===== config.mk =====
export PLATFORM = sky130hd
export DESIGN_NAME = nibble_seq16
export DESIGN_NICKNAME = d
export VERILOG_FILES = /design/src/rtl/nibble_seq16.sv
export SDC_FILE = /design/constraint.sdc
export NUM_CORES = 1
export LEC_CHECK = 0
export ABC_AREA = 1
export BUFFER_PORTS_ARGS = -buffer_cell sky130_fd_sc_hd__buf_4
export CORE_ASPECT_RATIO = 0.6
export CORE_UTILIZATION = 54
export DETAILED_ROUTE_END_ITERATION = 10
export PLACE_DENSITY = 0.9
export SLEW_MARGIN = 5
export SYNTH_ARGS = -nofsm -noshare
export SYNTH_HDL_FRONTEND = slang
export SYNTH_SLANG_ARGS = --single-unit

===== constraint.sdc =====
create_clock -name clk -period 2 [get_ports clk]
set_clock_uncertainty 0.05 [all_clocks]
set_input_delay 0.2 -clock clk [delete_from_list [all_inputs] [get_ports clk]]
set_output_delay 0.2 -clock clk [all_outputs]
set_load 0.05 [all_outputs]

===== src/rtl/nibble_seq16.sv =====
// nibble_seq16: nibble-serial operation sequencer.
// Accepts one wide operation and drives a shared combinational 4-bit ALU slice
// one nibble per cycle, LSB nibble first. The slice carry-out is chained into
// the carry-in of the next nibble. The block assembles the wide result, the
// final carry and a zero flag, and pulses done for one cycle on completion.
module nibble_seq16 #(
    parameter  int NIB = 4,
    localparam int W   = 4 * NIB
) (
    input  logic         clk,
    input  logic         rst,
    input  logic         start,
    output logic         ready,
    input  logic         mode,
    input  logic [3:0]   sel,
    input  logic         cin,
    input  logic [W-1:0] opa,
    input  logic [W-1:0] opb,
    output logic         alu_m,
    output logic [3:0]   alu_s,
    output logic [3:0]   alu_a,
    output logic [3:0]   alu_b,
    output logic         alu_ci,
    input  logic [3:0]   alu_o,
    input  logic         alu_co,
    output logic [W-1:0] result,
    output logic         cout,
    output logic         zero,
    output logic         done
);

    localparam int KW = (NIB > 2) ? $clog2(NIB) : 1;

    localparam logic [1:0] S_IDLE = 2'd0;
    localparam logic [1:0] S_RUN  = 2'd1;
    localparam logic [1:0] S_DONE = 2'd2;

    logic [1:0]    state;
    logic [KW-1:0] k;
    // Upper operand nibbles still to be presented; nibble 0 goes straight
    // into alu_a/alu_b at accept, so only W-4 bits need to be kept.
    logic [W-5:0]  a_q;
    logic [W-5:0]  b_q;
    logic [W-1:0]  result_next;
    logic          last;
    logic          accept;

    assign ready  = (state == S_IDLE) || (state == S_DONE);
    assign done   = (state == S_DONE);
    assign accept = start && ready;
    assign last   = (k == KW'(NIB - 1));

    // Merge the current slice output into nibble k of the result.
    always_comb begin
        // NOTE: every signal assigned in always_comb gets a default first so
        // no path leaves it unassigned and no latch is inferred.
        result_next = result;
        for (int i = 0; i < NIB; i++) begin
            if (k == KW'(i)) begin
                result_next[4*i +: 4] = alu_o;
            end
        end
    end

    // Sequencer state, registered slice drive and result assembly.
    always_ff @(posedge clk) begin
        // NOTE: sequential state uses non-blocking assignments so every
        // register samples pre-edge values regardless of statement order.
        if (rst) begin
            state  <= S_IDLE;
            k      <= '0;
            a_q    <= '0;
            b_q    <= '0;
            alu_m  <= 1'b0;
            alu_s  <= 4'd0;
            alu_a  <= 4'd0;
            alu_b  <= 4'd0;
            alu_ci <= 1'b0;
            result <= '0;
            cout   <= 1'b0;
            zero   <= 1'b0;
        end else begin
            case (state)
                S_IDLE, S_DONE: begin
                    if (accept) begin
                        a_q    <= opa[W-1:4];
                        b_q    <= opb[W-1:4];
                        alu_a  <= opa[3:0];
                        alu_b  <= opb[3:0];
                        alu_m  <= mode;
                        alu_s  <= sel;
                        alu_ci <= cin;
                        k      <= '0;
                        state  <= S_RUN;
                    end else begin
                        state  <= S_IDLE;
                    end
                end
                S_RUN: begin
                    result <= result_next;
                    k      <= k + 1'b1;
                    a_q    <= a_q >> 4;
                    b_q    <= b_q >> 4;
                    if (last) begin
                        // Final nibble: publish flags and park the slice drive.
                        cout   <= alu_co;
                        zero   <= (result_next == '0);
                        alu_a  <= 4'd0;
                        alu_b  <= 4'd0;
                        alu_m  <= 1'b0;
                        alu_s  <= 4'd0;
                        alu_ci <= 1'b0;
                        state  <= S_DONE;
                    end else begin
                        // alu_ci doubles as the carry register between nibbles.
                        alu_a  <= a_q[3:0];
                        alu_b  <= b_q[3:0];
                        alu_ci <= alu_co;
                    end
                end
                default: state <= S_IDLE;
            endcase
        end
    end

endmodule


== Word level (Yosys, flattened, before mapping) ==
Cells that the tools add are included.

* Equal/unequal tests: 7
* Reductions and logical operators: 10
* Muxes and demuxes: 28
* Add/subtract/negate cells: 1

{| class="wikitable"
|+ Operators by type and width
! kind !! count
|-
| 12-bit case mux with 2 select lines || 2
|-
| 4-bit two-way mux || 10
|-
| 12-bit two-way mux || 2
|-
| 4-bit case mux with 2 select lines || 3
|-
| 16-bit logical NOT || 1
|-
| 2-bit case mux with 2 select lines || 2
|-
| 2-bit equality test, second input constant || 3
|-
| 1-bit two-way mux || 5
|-
| 2-bit by 1-bit equality test with 1-bit output, second input constant || 2
|-
| 2-bit logical NOT || 2
|-
| 2-bit two-way mux || 2
|-
| 2-bit inequality test, second input constant || 2
|-
| 1-bit case mux with 2 select lines || 2
|-
| 2-bit AND reduction || 2
|-
| 3-bit AND reduction || 1
|-
| 2-bit by 1-bit adder with 2-bit output, second input constant || 1
|-
| 2-bit nonzero test || 1
|-
| 2-bit OR reduction || 1
|-
| 1-bit logical AND || 1
|-
| 1-bit logical OR || 1
|}

* Logic and storage cells: 58
* Output and inout bits: 34
* Input bits: 46
* Bits in registers: 60

== Longest topological paths before layout ==
* Depth after elaboration: 5
* Mapped depth: 10
* Gate-level depth less buffers: 10

== Worst setup path after synthesis ==
Ideal clock, no wire load.

* Path type: reg2out
* Start point: reg state[1]
* End point: out done
* Required time: 1750 ps
* Arrival: 1132 ps
* Stages on the path, launching flop included: 3
* Setup slack: 618 ps
* Path through: dfxtp_1 inv_1 nor2_1

* Cells in the longest elaborated chain, start to end: 1

{| class="wikitable"
|+ Ends and longest elaborated chain
! item !! line !! RTL
|-
| from (decl) || 38 || <nowiki>logic [1:0] state;</nowiki>
|-
| from (signal assigned) || 70 || <nowiki>state <= S_IDLE;</nowiki>
|-
| from (signal assigned) || 94 || <nowiki>state <= S_RUN;</nowiki>
|-
| from (signal assigned) || 96 || <nowiki>state <= S_IDLE;</nowiki>
|-
| 2-bit equality test || 49 || <nowiki>assign done = (state == S_DONE);</nowiki>
|-
| to (decl) || 29 || <nowiki>output logic done</nowiki>
|}

Every way passes these cells.

== Worst setup path in the final report ==
* Start point: reg k[0]
* End point: reg zero

* Cells in the longest elaborated chain, start to end: 3

{| class="wikitable"
|+ Ends and longest elaborated chain
! item !! line !! RTL
|-
| from (decl) || 39 || <nowiki>logic [KW-1:0] k;</nowiki>
|-
| from (signal assigned) || 101 || <nowiki>k <= k + 1'b1;</nowiki>
|-
| 2-bit by 1-bit equality test with 1-bit output, or another cell as far along || 59 || <nowiki>if (k == KW'(i)) begin</nowiki>
|-
| 4-bit two-way mux || 59 ||
|-
| 16-bit logical NOT || 107 || <nowiki>zero <= (result_next == '0);</nowiki>
|-
| to (signal assigned) || 107 ||
|-
| to (decl) || 28 || <nowiki>output logic zero,</nowiki>
|}

Several ways; a longest one is shown, not always the timed one.
A chain may end at the register's enable or synchronous reset.

==> impl_results.md <==
* Setup CP Type: flip-flop to flip-flop
* Commonest non-fill, non-tap cell in the layout: buf_4
* Share of cells above drive strength 1 at 24.4%
* Wire per inst at 14.7 um
* Worst Path Buf+Inv at 1
* CTS tree: built
* Period utilization at between 80 and 90%
* Root Driver: clkbuf_8
* Main combinational cell family by area after synthesis: simple AND/OR/NAND/NOR gates
* Worst Path Max Fanout at 11
* Routed wire length at a little under 7000 um
* Max Freq at 605 MHz
* Diode count at 0
* Status: completed
* Final setup violating endpoints at 0
* CP endpoint kind: flip-flop
* #FFs+latches synth at 60
* HP Class: input port to flip-flop
* CTS Sinks at 60
* Final Core Density at between 70 and 80%
* Reg clk slew, reported paths at roughly 0.07 ns
* Post-synthesis compound-gate area fraction at 20.0%
* Initial antenna violation count at 0
* Maximum vdd drop at 0.520 mV
* Die Area at 0.00503 sq mm
* CP Data Arrival Time at 1.87 ns
* Post-synthesis sequential area ratio at 46.9%
* Post-synthesis cell count at 331
* Final ANT Viol Nets at 0
* First-pass DRT Iterations at 5
* Cts bufs inserted at 9
* # fillers at 336
* Post-DP HPWL at ~4600 um
* GR Util All Layers at 29.0%
* Maxcap violations at 0
* Syn Nets at ~380
* Crit path launch type: flip-flop
* Synth Area in Simple Gates at 24.6%
* Syn_area_per_cell at 7.73 sq um
* Final hold violations at 0
* TNS Setup at 0 ns
* Clk buf depth at 2
* Chip Height at 55.3 um
* WP data required at 2.22 ns
* Leak at 0.00145 uW
* Vias in the first global route at 2,341
* Worst-margin pin slew at 0.430 ns
* Die Width at around 91 um
* Remaining Overflow, GRT at 0
* Largest net degree at the start of global routing at 43
* Cell Area, Synth at 0.00256 sq mm
* Most frequent cells in the layout: 82 x buf_4, 67 x nand2_1, 60 x dfxtp_1, 31 x nor2_1
* XOR/XNOR Fraction of Synth Area at 0%
* Adder-cell share of the synthesized area at 1.96%
* Most Frequent Cell on Critical Path: nand2_1
* Slowest stage cell, crit path: dfxtp_1
* Hold-fix buffer count after cts at 0
* Initial drt markers at 231
* Area grow syn2layout at 28.8%
* DRC at 0
* Via Count at 2,618
* Post-cts resize count at 0
* Slowest stage delay, CP at ~0.4 ns
* Vias per inst at 5.62
* Headroom to the max-slew limit at 71.3%
* Unique cell type count in the Yosys netlist at 21
* Cell Rows at 18
* Worst skew pair latency at 0.34 ns
* Core Footprint at roughly 0.0043 sq mm
* Cell Chain, Critical Path: ha_1, inv_1, nor2_1, nand2_1, nand2_1, nand2_1, nor2_1, nand2_1, a21oi_1
* CP delay by family, top: simple AND/OR/NAND/NOR gates
* Mux contribution to synthesized area at 0%
* CTS H-tree depth at 3
* Final Max Slew Viols at 0
* Pwr/cell area at 888 mW/mm^2
* Min Clock Period, post-route at about 1.7 ns
* Global-route wire length before repair at 11,400 um
* Synth warn at 0
* Initial Util at ~60%
* RSZ-0062 raised after global routing: no
* Setup bufs post-CTS at 0
* Ports at 80
* GP Congestion at around 0.84
* Nets at 451
* Buffers on Ports at 79
==> routing by layer <==
| metal | up-vias | track usage [%] | part of all wire (%) |
|---|---|---|---|
| li1 | 1291 | - | - |
| met1 | 1182 | 40.6 | 47 |
| met2 | 138 | 40.6 | 42 |
| met3 | 7 | 12.5 | 11 |
| met4 | 0 | 7.26 | 0.56 |
| met5 | - | 0 | 0 |
==> synthesized netlist by cell type, drive strengths merged <==
master / count / share of area, %
a21oi: 27 / 5.3
o221ai: 16 / 5.5
nand3: 28 / 5.5
a31oi: 12 / 2.9
clkbuf: 10 / 1.5
nand2: 69 / 11
a211oi: 1 / 0.29
nor3: 16 / 3.1
buf: 13 / 3.0
dfxtp: 60 / 47
o21ai: 31 / 6.1
inv: 12 / 1.9
ha: 4 / 2.0
nor2: 32 / 5.3
==> tightest hold or removal path, stage by stage <==
cell	delay (ns)
buf_4	0.08
nor3_1	0.04
nor2_1	0.08
==> report_power, final <==
group          leakage (uW)  internal (uW)  switching (uW)
sequential         0.000494           1290            64.1
clock             0.0000844            481             447
combinational      0.000872            219             422
total               0.00145           1990             934
==> path summary, 6_finish.rpt <==
kind | start | to | slack (ns) | depth (start not counted)
min | opa[6] | a_q[2] | 0.04 | 3
max | k[0] | zero | 0.35 | 9
min reg2reg | result[15] | result[15] | 0.42 | 2
max reg2reg | k[0] | zero | 0.35 | 9
==> flip-flops by register name, summed over array words and instances (netlist names) <==
name    flops
alu_m       1
state       2
alu_a       4
cout        1
alu_ci      1
result     16
alu_s       4
k           2
zero        1
b_q        12
alu_b       4
a_q        12
==> logic make-up after synthesis <==
group	count (synthesis)
adder cells (fa/ha/maj)	4
flip-flops	60
buffers and inverters	35
AND/OR/NAND/NOR	145
AO/OA/AOI/OAI	87
==> stage by stage <==
step	cell area, sq um	hold slack [ns]	instances	setup WS [ns]	total power, uW
2_1_floorplan	2560	0.253	331	0.618	1810
3_3_place_gp	3130	0.380	450	0.508	2000
3_5_place_dp	3130	0.388	450	0.432	2020
4_1_cts	3300	0.0256	466	0.384	2940
5_1_grt	3300	0.0261	466	0.219	3070
6_report	3300	0.0385	466	0.347	2930
==> area by class of cell <==
type	count	area, sq um	area share [%]
clock inverters	2	10.0	0.304
flip-flops and latches	60	1200	36.4
repair buffers	82	616	18.7
inverters	12	47.5	1.44
multi-input cells	236	1190	36.2
clock buffers	14	153	4.63
well taps	60	75.1	2.28
(Power assumes the default switching activity.)
